===== config.mk =====
export PLATFORM = sky130hd
export DESIGN_NAME = fan_guard_flat
export DESIGN_NICKNAME = d
export VERILOG_FILES = /design/src/rtl/fan_guard_if.sv /design/src/rtl/fan_guard.sv /design/src/flat_wrapper.sv
export SDC_FILE = /design/constraint.sdc
export NUM_CORES = 1
export LEC_CHECK = 0
export CORE_MARGIN = 8
export CORE_UTILIZATION = 50
export CTS_BUF_LIST = sky130_fd_sc_hd__clkbuf_2
export DETAILED_ROUTE_END_ITERATION = 6
export PLACE_DENSITY = 0.77
export SLEW_MARGIN = 15
export SYNTH_ARGS = -nofsm -noshare
export SYNTH_HDL_FRONTEND = slang
export SYNTH_SLANG_ARGS = --single-unit

===== constraint.sdc =====
create_clock -name clk -period 9.4 [get_ports clk]
set_input_delay 2.82 -clock clk [delete_from_list [all_inputs] [get_ports clk]]
set_output_delay 2.82 -clock clk [all_outputs]
set_load 0.02 [all_outputs]

===== src/rtl/fan_guard_if.sv =====
// fan_guard_if: signal bundle between the cooler controller / PWM path
// (master) and the fan supervision stage fan_guard (slave).
interface fan_guard_if;
    logic [11:0] speed_in;
    logic [15:0] rpm;
    logic [11:0] temp;
    logic [11:0] speed_out;
    logic        fault;
    logic        ot;
    logic [1:0]  state;
    logic [7:0]  fault_cnt;

    modport master (
        output speed_in, rpm, temp,
        input  speed_out, fault, ot, state, fault_cnt
    );

    modport slave (
        input  speed_in, rpm, temp,
        output speed_out, fault, ot, state, fault_cnt
    );
endinterface


===== src/rtl/fan_guard.sv =====
// fan_guard: fan supervision between the cooler controller and the PWM stage.
// Enforces a spin-up period, detects a stalled fan from windowed RPM checks,
// and forces full speed on stall (FAULT) or over-temperature.
// Optional build macro FAN_GUARD_KICK_EN: full-speed kick-start during SPINUP.
module fan_guard #(
    parameter int CLK_HZ    = 50_000_000,
    parameter int SPINUP_MS = 2000,
    parameter int CHECK_MS  = 1000,
    parameter int MIN_RPM   = 300,
    parameter int STALL_WIN = 3,
    parameter int TEMP_CRIT = 850
) (
    input  logic        clk,
    input  logic        rstn,
    fan_guard_if.slave  bus
);

    typedef enum logic [1:0] {
        IDLE   = 2'd0,
        SPINUP = 2'd1,
        RUN    = 2'd2,
        FAULT  = 2'd3
    } state_t;

    localparam int             TICK_DIV  = CLK_HZ / 1000;
    localparam int             PW        = (TICK_DIV > 1) ? $clog2(TICK_DIV) : 1;
    localparam logic [PW-1:0]  PRESC_TOP = PW'(TICK_DIV - 1);
    localparam logic [15:0]    SPIN_LAST = 16'(SPINUP_MS - 1);
    localparam logic [15:0]    WIN_LAST  = 16'(CHECK_MS - 1);
    localparam logic [15:0]    RPM_MIN   = 16'(MIN_RPM);
    localparam logic [7:0]     STALL_LIM = 8'(STALL_WIN);
    localparam logic [11:0]    T_CRIT    = 12'(TEMP_CRIT);
    localparam logic [11:0]    FULL      = 12'hFFF;

    // Saturating event counter: holds at its maximum instead of wrapping.
    function automatic logic [7:0] sat_inc(input logic [7:0] v);
        return (v == 8'hFF) ? v : v + 8'd1;
    endfunction

    logic [PW-1:0] presc;
    logic          tick;
    logic [15:0]   ms_cnt;
    logic [7:0]    stall_cnt;
    state_t        st;
    state_t        nxt;
    logic [7:0]    stall_nxt;
    logic [7:0]    stall_inc;
    logic          win_end;
    logic          spin_done;
    logic          rpm_low;
    logic [11:0]   speed_nxt;
    logic [11:0]   speed_out;
    logic          fault;
    logic          ot;
    logic [7:0]    fault_cnt;

    assign tick      = (presc == PRESC_TOP);
    assign win_end   = tick && (ms_cnt == WIN_LAST) && (st == RUN || st == FAULT);
    assign spin_done = tick && (ms_cnt == SPIN_LAST);
    assign rpm_low   = (bus.rpm < RPM_MIN);
    assign stall_inc = stall_cnt + 8'd1;

    // Free-running 1 ms prescaler.
    always_ff @(posedge clk or negedge rstn) begin
        if (!rstn) begin
            presc <= '0;
        end else begin
            presc <= tick ? '0 : presc + 1'b1;
        end
    end

    // Next-state and stall-window decode; a zero command outranks window events.
    always_comb begin
        nxt       = st;
        stall_nxt = stall_cnt;
        case (st)
            IDLE: begin
                if (bus.speed_in != 12'd0) nxt = SPINUP;
            end
            SPINUP: begin
                if (bus.speed_in == 12'd0) begin
                    nxt = IDLE;
                end else if (spin_done) begin
                    nxt       = RUN;
                    stall_nxt = 8'd0;
                end
            end
            RUN: begin
                if (bus.speed_in == 12'd0) begin
                    nxt = IDLE;
                end else if (win_end) begin
                    if (rpm_low) begin
                        stall_nxt = stall_inc;
                        if (stall_inc == STALL_LIM) nxt = FAULT;
                    end else begin
                        stall_nxt = 8'd0;
                    end
                end
            end
            FAULT: begin
                if (win_end && !rpm_low) begin
                    nxt       = RUN;
                    stall_nxt = 8'd0;
                end
            end
        endcase
    end

    // Output speed for the state being entered; a registered over-temp forces full speed.
    always_comb begin
        speed_nxt = 12'd0;
        case (nxt)
            IDLE:   speed_nxt = 12'd0;
`ifdef FAN_GUARD_KICK_EN
            SPINUP: speed_nxt = FULL;
`else
            SPINUP: speed_nxt = bus.speed_in;
`endif
            RUN:    speed_nxt = bus.speed_in;
            FAULT:  speed_nxt = FULL;
        endcase
        if (ot) speed_nxt = FULL;
    end

    // FSM state, ms timer, stall count and all registered outputs.
    always_ff @(posedge clk or negedge rstn) begin
        if (!rstn) begin
            st        <= IDLE;
            ms_cnt    <= 16'd0;
            stall_cnt <= 8'd0;
            speed_out <= 12'd0;
            fault     <= 1'b0;
            ot        <= 1'b0;
            fault_cnt <= 8'd0;
        end else begin
            st        <= nxt;
            stall_cnt <= stall_nxt;
            if (nxt != st || win_end) begin
                ms_cnt <= 16'd0;
            end else if (tick) begin
                ms_cnt <= ms_cnt + 16'd1;
            end
            ot        <= (bus.temp >= T_CRIT);
            speed_out <= speed_nxt;
            fault     <= (nxt == FAULT);
            if (nxt == FAULT && st != FAULT) fault_cnt <= sat_inc(fault_cnt);
        end
    end

    assign bus.speed_out = speed_out;
    assign bus.fault     = fault;
    assign bus.ot        = ot;
    assign bus.state     = st;
    assign bus.fault_cnt = fault_cnt;

endmodule


===== src/flat_wrapper.sv =====
// flat-port wrapper written by rule: the top's interface ports become plain ports
module fan_guard_flat 
#(
    parameter int CLK_HZ    = 50_000_000,
    parameter int SPINUP_MS = 2000,
    parameter int CHECK_MS  = 1000,
    parameter int MIN_RPM   = 300,
    parameter int STALL_WIN = 3,
    parameter int TEMP_CRIT = 850
)
  (clk, rstn, bus_speed_in, bus_rpm, bus_temp, bus_speed_out, bus_fault, bus_ot, bus_state, bus_fault_cnt);
  fan_guard_if bus_i ();
  input  logic clk;
  input  logic rstn;
  input wire logic [$bits(bus_i.speed_in)-1:0] bus_speed_in;
  input wire logic [$bits(bus_i.rpm)-1:0] bus_rpm;
  input wire logic [$bits(bus_i.temp)-1:0] bus_temp;
  output wire logic [$bits(bus_i.speed_out)-1:0] bus_speed_out;
  output wire logic [$bits(bus_i.fault)-1:0] bus_fault;
  output wire logic [$bits(bus_i.ot)-1:0] bus_ot;
  output wire logic [$bits(bus_i.state)-1:0] bus_state;
  output wire logic [$bits(bus_i.fault_cnt)-1:0] bus_fault_cnt;
  assign bus_i.speed_in = bus_speed_in;
  assign bus_i.rpm = bus_rpm;
  assign bus_i.temp = bus_temp;
  assign bus_speed_out = bus_i.speed_out;
  assign bus_fault = bus_i.fault;
  assign bus_ot = bus_i.ot;
  assign bus_state = bus_i.state;
  assign bus_fault_cnt = bus_i.fault_cnt;
  fan_guard #(.CLK_HZ(CLK_HZ), .SPINUP_MS(SPINUP_MS), .CHECK_MS(CHECK_MS), .MIN_RPM(MIN_RPM), .STALL_WIN(STALL_WIN), .TEMP_CRIT(TEMP_CRIT)) u_core (.clk(clk), .rstn(rstn), .bus(bus_i));
endmodule

==> results of run 1 <==
## sequential cells by signal, summed over array words and instances (netlist names)
register and flops:
u_core.bus.fault 1, u_core.bus.state 2, u_core.presc 16, u_core.ms_cnt 16
u_core.bus.ot 1, u_core.bus.fault_cnt 8, u_core.bus.speed_out 12, u_core.stall_cnt 8
## final timing paths
kind / end / start / cells past startpoint / slack, ns
min in group asynchronous: u_core.presc[10] / rstn / 2 / 2.48
hold reg to reg: u_core.presc[0] / u_core.presc[0] / 1 / 0.48
setup / recovery: u_core.bus.fault_cnt[7] / bus_rpm[5] / 12 / 2.92
setup reg to reg: u_core.bus.fault_cnt[7] / u_core.presc[7] / 11 / 5.04
hold / removal: u_core.presc[0] / u_core.presc[0] / 1 / 0.48
max in group asynchronous: u_core.ms_cnt[11] / rstn / 2 / 6.41
## layer usage
layer | up-vias | track usage [%] | share of wire (%)
li1 | 1395 | - | -
met2 | 71 | 25.8 | 49
met3 | 17 | 4.16 | 4.5
met5 | - | 0 | 0
met1 | 1412 | 21.3 | 44
met4 | 0 | 8.74 | 2.2
## kinds of logic (layout without fill, tap and decap cells)
family,after synthesis,in the layout,synth area share (%)
AND/OR/NAND/NOR,139,139,23.2
adder cells (fa/ha/maj),7,7,2.55
buffers and inverters,21,88,2.55
multiplexers,3,3,0.984
flip-flops,64,64,46.6
AO/OA/AOI/OAI,70,70,14.9
XOR/XNOR,36,36,9.18
## cell usage in the layout, fill, tap and decap left out, types with 4 or more instances in the layout
cell type,instances
a211oi_1,4
nand3_1,25
o211ai_1,4
and3_1,6
nor3_1,10
xor2_1,12
clkbuf_2,10
a21oi_1,16
a31oi_1,5
clkdlybuf4s50_1,61
xnor2_1,24
nor4_1,16
nand4_1,9
dfrtp_1,64
a22o_1,5
o21bai_1,12
o21ai_0,4
ha_1,7
inv_1,8
nor2_1,25
o221ai_1,4
nand2_1,16
## power by group
| part | internal [mW] | switching, mW | leakage, nW |
|---|---|---|---|
| logic | 0.0207 | 0.0145 | 0.875 |
| registers | 0.278 | 0.00123 | 0.811 |
| clock network | 0.0612 | 0.0997 | 0.0693 |
| total | 0.360 | 0.115 | 1.75 |
## synth_stat cells, drive strengths merged, types with 5 or more instances
library cell / number
xor2: 12
a22o: 5
nor3: 10
nand4: 9
a31oi: 5
nand3: 25
inv: 8
a21oi: 16
o211ai: 5
and3: 6
a211oi: 5
nand2: 16
dfrtp: 64
ha: 7
clkbuf: 10
xnor2: 24
nor4: 19
nor2: 25
o21bai: 12
## worst register-to-register path, delay by kind of cell (launching register included)
kind,cells,cell delay (ns)
flops,1,0.45
compound gates,2,0.73
xor+xnor,1,0.13
fa+ha+maj,1,0.47
simple gates,7,2.48
## area by class of cell
class,instances,area share [%]
timing repair buffer,64,14.9
clock inverter,6,1.42
clock buffer,10,1.19
tap,80,2.37
inverter,8,0.711
sequential,64,37.9
multi-input combinational,255,41.5
## metrics by stage
step                hold WS [ns]  cell area, sq um  instances
finish                     0.483              4220        487
floorplan                  0.433              3430        340
global placement           0.446              4110        471
detailed placement         0.469              4110        471
global route               0.500              4220        487
CTS                        0.489              4220        487
==> metrics.md, run 1 <==
| Metric | Value |
|---|---|
| Status | `complete, no violations` |
| Area of the multi-input gates | `1750 sq um` |
| Final Net Count | `451` |
| Port bufs | `between 60 and 70` |
| Top Family by Delay on Critical Path | `simple AND/OR/NAND/NOR gates` |
| Worst VDD drop | `0.0713 mV` |
| EDFF count, synth | `0` |
| First-pass GRT wire length | `13500 microns` |
| Netlist cell types | `60` |
| Top FF cell, synth | `dfrtp_1` |
| CP max-delay cell | `or4b_1` |
| Post-CTS setup buffer count | `0` |
| Fin crit period | `roughly 6.5 ns` |
| Worst rel slew slack | `48.7%` |
| Layout cell share with drive strength beyond 1 | `8.60%` |
| Register area share after synthesis | `a little under half` |
| Via Count | `2895` |
| Total clock sinks | `64` |
| Synth Net Count | `389` |
| Post-route ant nets | `0` |
| Final WL | `approximately 8000 microns` |
| CP Launch Type | `input port` |
| Final setup TNS | `0 ns` |
| Gate Count Post-Synth | `340` |
| Avg Vias per Cell | `5.94` |
| Initial antenna violation count | `0` |
| Layout fillers | `564` |
| Final HPWL DP | `about 5800 microns` |
| Root buf cell | `clkbuf_2` |
| # rows | `30` |
| H-tree depth | `3` |
| Cell Pwr Density | `112 nW/um^2` |
| CTS clk-pin slew, worst paths | `0.15 ns` |
| Synth area leaders | `dfrtp_1 47%, xnor2_1 6.1%, nand3_1 3.6%` |
| Critical path class | `input port to flop` |
| Core Box Area | `6720 sq um` |
| CTS Hold Bufs | `0` |
| Critical path, cell by cell | `clkdlybuf4s50_1, a211oi_1, a21boi_1, or4b_1, or4_1, nand3b_1, ha_1, a21bo_2, a41oi_1, and4_1, nand3_1, xnor2_1` |
| Die H | `98.9 microns` |
| # resized after CTS | `0` |
| All-Layer GR Usage | `16.8%` |
| Synth Cell Area | `3430 sq um` |
| DRC | `0` |
| Inserted Diodes | `0` |
| WP buf/inv | `1` |
| RePlAce Congestion | `0.836` |
| Die W | `98.9 microns` |
| Final Power | `between 0.4 and 0.5 mW` |
| Endpoint class of the critical path | `flop` |
| Overflow after GRT | `0` |
| Max Slew Vio Count | `0` |
| Yosys top cell area share | `46.6%` |
| Cell taking the most area after synthesis | `dfrtp_1` |
| TritonCTS clock tree | `done` |
| Largest net degree at the start of global routing | `65` |
| Initial core utilization | `51.1%` |
| Num CTS Buffers | `9` |
| Vias in the first global route | `2855` |
| CP max stage delay | `just under 0.7 ns` |
| Syn avg cell area | `between 10 and 15 sq um` |
| Register bit total from synthesis | `64` |
| Boundary pin count | `66` |
| Skew final | `0.0294 ns` |
| Worst Slack Setup Final | `2.92 ns` |
| Maximum root-to-sink buffer count | `2` |
| WP data arrival | `6.84 ns` |
| FMAX | `0.154 GHz` |
| Sequential Area | `1600 sq um` |
| Worst slew pin tran | `0.769 ns` |
| Clk_lat worst skew | `0.48 ns` |
| HP Class | `flop to flop` |
| Final hold vios | `0` |
| 1st-iter DRT viols | `118` |
| Max FO, Critical Path | `14` |
| Max-Cap Viols | `0` |
| P&R area growth vs syn | `23.0%` |
| Static Leak | `1.75 nW` |
| Period Utilization, post-route | `68.9%` |
| RSZ-0062 raised after global routing | `no` |
| Placement Setup Slack | `2.42 ns` |
| DIE AREA | `9770 sq um` |
| Avg WL per Cell | `16.1 microns` |
| Synth warnings | `0` |
| Drt first pass iters | `4` |
| Final setup vio count | `0` |
| Worst endpoint required time | `9.76 ns` |
| Final Util | `~63%` |
| Post-synth ARST share | `100%` |
(Power assumes the default switching activity.)
==> run 2, diff against run 1 <==
- CORE_UTILIZATION: 50 -> 49
- PLACE_DENSITY: 0.77 -> 0.79
- clock period: 9.4 -> 5.8 ns (I/O delays scaled with it)
==> run 2 against run 1 <==
Flip-flop and latch count did not move. Clock skew fell by 0.0015 ns. Critical path depth did not move. Utilization rose by 0.079 points. Via count rose by 0.90%. Non-clock buffer count rose by 2. Critical path type unchanged. Sequential share of layout area fell by 0.47 points. Sequential power rose by 62%. Combinational power rose by 62%. Cell area rose by 1.2%. Worst setup slack got worse by 1.9 ns. Register-to-register slack got worse by 3.0 ns.
==> metrics.md, run 2 (synthesis gave the netlist of run 1 again) <==
| Metric | Value |
|---|---|
| Status | `complete, no violations (unchanged)` |
| # rows | `30 (unchanged)` |
| Max-Cap Viols | `0 (unchanged)` |
| Num CTS Buffers | `9 (unchanged)` |
| Final hold vios | `0 (unchanged)` |
| Overflow after GRT | `0 (unchanged)` |
| Endpoint class of the critical path | `flop (unchanged)` |
| Maximum root-to-sink buffer count | `2 (unchanged)` |
| Post-route ant nets | `0 (unchanged)` |
| Placed Cells | `489 (was 471)` |
| Largest net degree at the start of global routing | `65 (unchanged)` |
| CTS Hold Bufs | `0 (unchanged)` |
| Fin crit period | `4.75 ns` |
| Boundary pin count | `66 (unchanged)` |
| Period Utilization, post-route | `81.8%` |
| Biggest regs | `u_core.ms_cnt (16), u_core.presc (16), u_core.bus.speed_out (12) (unchanged)` |
| Vias in the first global route | `2920 (was 2855)` |
| All-Layer GR Usage | `16.9% (was 16.8%)` |
| Area of the multi-input gates | `1740 sq um (was 1750 sq um)` |
| First-pass GRT wire length | `13600 microns (was 13500 microns)` |
| RePlAce Congestion | `0.857 (was 0.836)` |
| Root buf cell | `clkbuf_2 (unchanged)` |
| Final Net Count | `453 (was 451)` |
| Sequential Area | `1600 sq um (unchanged)` |
| Final Util | `62.9% (was 62.8%)` |
| P_int | `0.623 mW (was 0.360 mW)` |
| RSZ-0062 raised after global routing | `no (unchanged)` |
| Worst VDD drop | `0.106 mV (was 0.0713 mV)` |
| CP Launch Type | `input port (unchanged)` |
| Worst endpoint required time | `6.17 ns (was 9.76 ns)` |
| 1st-iter DRT viols | `132 (was 118)` |
| TritonCTS clock tree | `done (unchanged)` |
| Layout fillers | `568 (was 564)` |
| Final setup TNS | `0 ns (unchanged)` |
| Initial antenna violation count | `1 (was 0)` |
| Most frequent cells in the layout | `64 x dfrtp_1, 61 x clkdlybuf4s50_1, 25 x nand3_1, 25 x nor2_1, 24 x xnor2_1 (unchanged)` |
| Clock Power Share | `37.3% (was 33.9%)` |
| Fin cells | `506 (was 487)` |
| Layout cell share with drive strength beyond 1 | `8.56% (was 8.60%)` |
| Post-CTS setup buffer count | `0 (unchanged)` |
| Clk_lat worst skew | `0.49 ns (was 0.48 ns)` |
| Placement Setup Slack | `0.540 ns (was 2.42 ns)` |
| Sw Share | `23.3% (was 24.3%)` |
| FMAX | `0.211 GHz` |
| # resized after CTS | `0 (unchanged)` |
| CP max stage delay | `0.69 ns (about the same)` |
| CTS clk-pin slew, worst paths | `0.19 ns (was 0.15 ns)` |
| Skew final | `0.0279 ns (was 0.0294 ns)` |
| Critical path class | `input port to flop (unchanged)` |
| Die H | `99.7 microns (was 98.9 microns)` |
| Net switching power | `0.189 mW (was 0.115 mW)` |
| CP max-delay cell | `or4b_1 (unchanged)` |
| DIE AREA | `9940 sq um (was 9770 sq um)` |
| H-tree depth | `3 (unchanged)` |
| HP Class | `flop to flop (unchanged)` |
| Via Count | `2921 (was 2895)` |
| Final setup vio count | `0 (unchanged)` |
| Drt first pass iters | `4 (unchanged)` |
| Final WL | `8080 microns (was 7840 microns)` |
| Avg WL per Cell | `16.0 microns (was 16.1 microns)` |
| Initial core utilization | `50.5% (was 51.1%)` |
| Seq pwr share | `55.7% (was 58.7%)` |
| Avg Vias per Cell | `5.77 (was 5.94)` |
| DRC | `0 (unchanged)` |
| Max FO, Critical Path | `8 (was 14)` |
| Worst Slack Setup Final | `1.05 ns (was 2.92 ns)` |
| Static Leak | `1.78 nW (was 1.75 nW)` |
| Port bufs | `62 (unchanged)` |
| Die W | `99.7 microns (was 98.9 microns)` |
| Total clock sinks | `64 (unchanged)` |
| Critical path, cell by cell | `clkdlybuf4s50_1, a211oi_1, a21boi_1, or4b_1, or4_1, nand3b_1, ha_1, a21bo_2, a41oi_1, and4_1, nand3_1, xnor2_1 (unchanged)` |
| Commonest non-fill, non-tap cell in the layout | `dfrtp_1 (unchanged)` |
| Core Box Area | `6790 sq um (was 6720 sq um)` |
| Worst slew pin tran | `1.01 ns (was 0.769 ns)` |
| Worst rel slew slack | `31.8% (was 48.7%)` |
| Max Slew Vio Count | `0 (unchanged)` |
| Combinational Power Share | `7.0% (was 7.4%)` |
| Cell Pwr Density | `190 nW/um^2 (was 112 nW/um^2)` |
| Final HPWL DP | `5970 microns (was 5820 microns)` |
| WP data arrival | `5.12 ns (was 6.84 ns)` |
| P&R area growth vs syn | `24.5% (was 23.0%)` |
==> run 2: cell count changes in the layout (fill, tap and decap cells not counted), sizes merged <==
cell | previous run | this run
buf | 3 | 5
bufinv | 1 | 2
clkbuf | 10 | 9
clkinv | 4 | 5
clkinvlp | 1 | 0
diode | 0 | 1
==> run 2: final cells by class <==
class                           instances  area share, %
Inverter                                8          0.702
Multi-Input combinational cell        255           40.8
Tap cell                               96           2.81
Antenna cell                            1         0.0585
Clock inverter                          7           2.02
Sequential cell                        64           37.5
Timing Repair Buffer                   66           15.1
Clock buffer                            9           1.05
==> run 2: path summary, 6_finish.rpt <==
path                            startpoint                      end  slack, ns  depth (start not counted)
max reg2reg                u_core.presc[7]  u_core.bus.fault_cnt[5]       2.08                         11
min reg2reg                u_core.presc[0]          u_core.presc[0]       0.49                          1
max                             bus_rpm[5]  u_core.bus.fault_cnt[5]       1.05                         12
min                        u_core.presc[0]          u_core.presc[0]       0.49                          1
min in group asynchronous             rstn          u_core.presc[7]       1.39                          2
max in group asynchronous             rstn            u_core.bus.ot       3.87                          2
==> run 2: metrics by stage <==
step / hold slack, ns / power [mW] / instance area, sq um
global route: 0.508 / 0.844 / 4280
global placement: 0.451 / 0.517 / 4140
CTS: 0.492 / 0.819 / 4270
floorplan: 0.433 / 0.473 / 3430
finish: 0.493 / 0.812 / 4280
detailed placement: 0.470 / 0.518 / 4140
==> run 2: power groups by stage <==
stage	clock network, mW	logic [mW]	registers (mW)
floorplan	0	0.00886	0.464
global placement	0	0.0570	0.460
detailed placement	0	0.0580	0.460
CTS	0.309	0.0583	0.452
global route	0.329	0.0624	0.453
finish	0.303	0.0569	0.452
==> run 2: routing by layer <==
layer  routed length (microns)  track usage (%)
met3                       417             5.10
met2                      3830             25.9
met4                       206             8.03
met1                      3620             21.2
met5                         0                0
==> run 2: worst max-delay path: cells and delay by family <==
family	cells	cell delay, ns
compound gates	4	0.82
xor+xnor	1	0.13
fa+ha+maj	1	0.18
buf+inv	1	0.41
simple gates	5	1.83
==> run 3, diff against run 2 <==
- CORE_UTILIZATION: 49 -> 50
- PLACE_DENSITY: 0.79 -> 0.77
- clock period: 5.8 -> 4.4 ns (I/O delays scaled with it)
==> run 3 against run 2 <==
Sequential power up 32%. Worst setup slack worse by 0.70 ns. Die area down 1.7%. Largest power group unchanged. Via count down 1.3%. Wire length down 0.37%. Clock skew up 0.00064 ns. Critical endpoint is now u_core.bus.fault_cnt[7]. Non-clock buffer count up 5. Clock power about the same. Critical path depth unchanged. Utilization up 0.54 points. Cell count down 2.4%.
==> metrics.md, run 3 (synthesis gave the netlist of run 1 again) <==
| Metric | Value |
|---|---|
| Post-CTS setup buffer count | `0 (unchanged)` |
| Post-route cell area | `4260 sq um (was 4280 sq um)` |
| Worst Slack Setup Final | `0.359 ns (was 1.05 ns)` |
| Combinational Power Share | `7.9% (was 7.0%)` |
| Num CTS Buffers | `9 (unchanged)` |
| Layout cell share with drive strength beyond 1 | `10.4% (was 8.56%)` |
| Final setup TNS | `0 ns (unchanged)` |
| Max Slew Vio Count | `0 (unchanged)` |
| Commonest non-fill, non-tap cell in the layout | `dfrtp_1 (unchanged)` |
| Max-Cap Viols | `0 (unchanged)` |
| Initial antenna violation count | `0 (was 1)` |
| Clk_lat worst skew | `0.49 ns (about the same)` |
| CP Launch Type | `input port (unchanged)` |
| Final Power | `0.972 mW (was 0.812 mW)` |
| Critical path class | `input port to flop (unchanged)` |
| Post-route ant nets | `0 (unchanged)` |
| Worst VDD drop | `0.162 mV (was 0.106 mV)` |
| Vias in the first global route | `2820 (was 2920)` |
| Initial core utilization | `51.1% (was 50.5%)` |
| Period Utilization, post-route | `around nine tenths` |
| Avg Vias per Cell | `5.84 (was 5.77)` |
| # rows | `30 (unchanged)` |
| Max FO, Critical Path | `3 (was 8)` |
| DRC | `0 (unchanged)` |
| Most frequent cells in the layout | `64 x dfrtp_1, 61 x clkdlybuf4s50_1, 25 x nand3_1, 25 x nor2_1, 24 x xnor2_1 (unchanged)` |
| Root buf cell | `clkbuf_2 (unchanged)` |
| Post-place instance area | `4170 sq um (was 4140 sq um)` |
| TritonCTS clock tree | `done (unchanged)` |
| Net switching power | `0.259 mW (was 0.189 mW)` |
| First-pass GRT wire length | `13700 microns (was 13600 microns)` |
| P&R area growth vs syn | `24.2% (was 24.5%)` |
| RePlAce Congestion | `0.845 (was 0.857)` |
| Worst endpoint required time | `4.78 ns (was 6.17 ns)` |
| Final WL | `8050 microns (was 8080 microns)` |
| Core Box Area | `6720 sq um (was 6790 sq um)` |
| CTS Hold Bufs | `0 (unchanged)` |
| HP Class | `flop to flop (unchanged)` |
| H-tree depth | `3 (unchanged)` |
| Biggest regs | `u_core.ms_cnt (16), u_core.presc (16), u_core.bus.speed_out (12) (unchanged)` |
| Final HPWL DP | `6000 microns (was 5970 microns)` |
| CTS clk-pin slew, worst paths | `0.17 ns (was 0.19 ns)` |
| Drt first pass iters | `4 (unchanged)` |
| Boundary pin count | `66 (unchanged)` |
| WP data arrival | `4.42 ns (was 5.12 ns)` |
| Worst slew pin tran | `0.838 ns (was 1.01 ns)` |
| Final hold vios | `0 (unchanged)` |
| Avg WL per Cell | `16.3 microns (was 16.0 microns)` |
| Maximum root-to-sink buffer count | `2 (unchanged)` |
| Placed Cells | `478 (was 489)` |
| # resized after CTS | `0 (unchanged)` |
| Total clock sinks | `64 (unchanged)` |
| Status | `complete, no violations (unchanged)` |
| Placement Setup Slack | `-0.158 ns (was 0.540 ns)` |
| Endpoint class of the critical path | `flop (unchanged)` |
| Via Count | `2884 (was 2921)` |
| Sw Share | `26.7% (was 23.3%)` |
| DIE AREA | `9770 sq um (was 9940 sq um)` |
| P_int | `0.713 mW (was 0.623 mW)` |
| Die W | `98.9 microns (was 99.7 microns)` |
| Worst rel slew slack | `44.2% (was 31.8%)` |
| FMAX | `0.247 GHz` |
| RSZ-0062 raised after global routing | `no (unchanged)` |
| 1st-iter DRT viols | `114 (was 132)` |
| Largest net degree at the start of global routing | `40 (was 65)` |
| Overflow after GRT | `0 (unchanged)` |
| All-Layer GR Usage | `17.1% (was 16.9%)` |
| Cell Pwr Density | `228 nW/um^2 (was 190 nW/um^2)` |
| Die H | `98.9 microns (was 99.7 microns)` |
| Fin cells | `494 (was 506)` |
| Port bufs | `62 (unchanged)` |
| Inserted Diodes | `0 (was 1)` |
| Skew final | `0.0285 ns (was 0.0279 ns)` |
| Final Net Count | `458 (was 453)` |
| Seq pwr share | `61.3% (was 55.7%)` |
| Clock Power Share | `30.8% (was 37.3%)` |
| Fin crit period | `4.04 ns` |
| Static Leak | `1.78 nW (about the same)` |
| Final setup vio count | `0 (unchanged)` |
## run 3: cell types whose count changed in the layout (fill, tap and decap cells not counted), moves of 2 or more
cell,delta
buf_4,+5
bufinv_16,-2
clkinvlp_4,+2
inv_6,+2
## run 3: power groups by stage
stage	Sequential [mW]	Clock (mW)	Combinational [mW]
after floorplan	0.612	0	0.0117
after global placement	0.606	0	0.0767
after detailed placement	0.607	0	0.0776
after CTS	0.596	0.308	0.0778
after global routing	0.597	0.336	0.0835
final	0.596	0.300	0.0767
## run 3: per-stage QoR
| step | utilization [%] | hold WS, ns |
|---|---|---|
| floorplan | - | 0.433 |
| global placement | 62.1 | 0.449 |
| detailed placement | 62.1 | 0.458 |
| CTS | 63.5 | 0.480 |
| global route | 63.5 | 0.495 |
| finish | 63.5 | 0.472 |
## run 3: metal layers
layer / up-vias / GRT usage [%] / wire length [microns]
met5: - / 0 / 0
met4: 0 / 6.73 / 102
met3: 10 / 3.38 / 343
met2: 66 / 27.3 / 3890
met1: 1403 / 22.2 / 3710
li1: 1405 / - / -
## run 3: area by class of cell
type | instances | area (sq um)
inverters | 8 | 30.0
repair buffers | 71 | 683
fillers | 573 | 2450
flip-flops and latches | 64 | 1600
clock buffers | 9 | 45.0
well taps | 80 | 100
clock inverters | 7 | 46.3
multi-input cells | 255 | 1760
## run 3: critical path: stages
cell and delay, ns:
clkdlybuf4s50_1 0.42, a211oi_1 0.23, a21boi_1 0.11, or4b_1 0.53, or4_1 0.56, nand3b_1 0.15, ha_1 0.18, a21bo_2 0.24
a41oi_2 0.16, and4_1 0.26, nand3_1 0.11, xnor2_1 0.13
## run 3: path summary, 6_finish.rpt
kind / slack, ns / depth (start not counted) / endpoint / startpoint
min: 0.47 / 1 / u_core.presc[0] / u_core.presc[0]
max in group asynchronous: 2.61 / 2 / u_core.ms_cnt[10] / rstn
min reg2reg: 0.47 / 1 / u_core.presc[0] / u_core.presc[0]
min in group asynchronous: 0.89 / 1 / u_core.presc[9] / rstn
max: 0.36 / 12 / u_core.bus.fault_cnt[7] / bus_rpm[5]
max reg2reg: 0.67 / 11 / u_core.bus.fault_cnt[7] / u_core.presc[7]
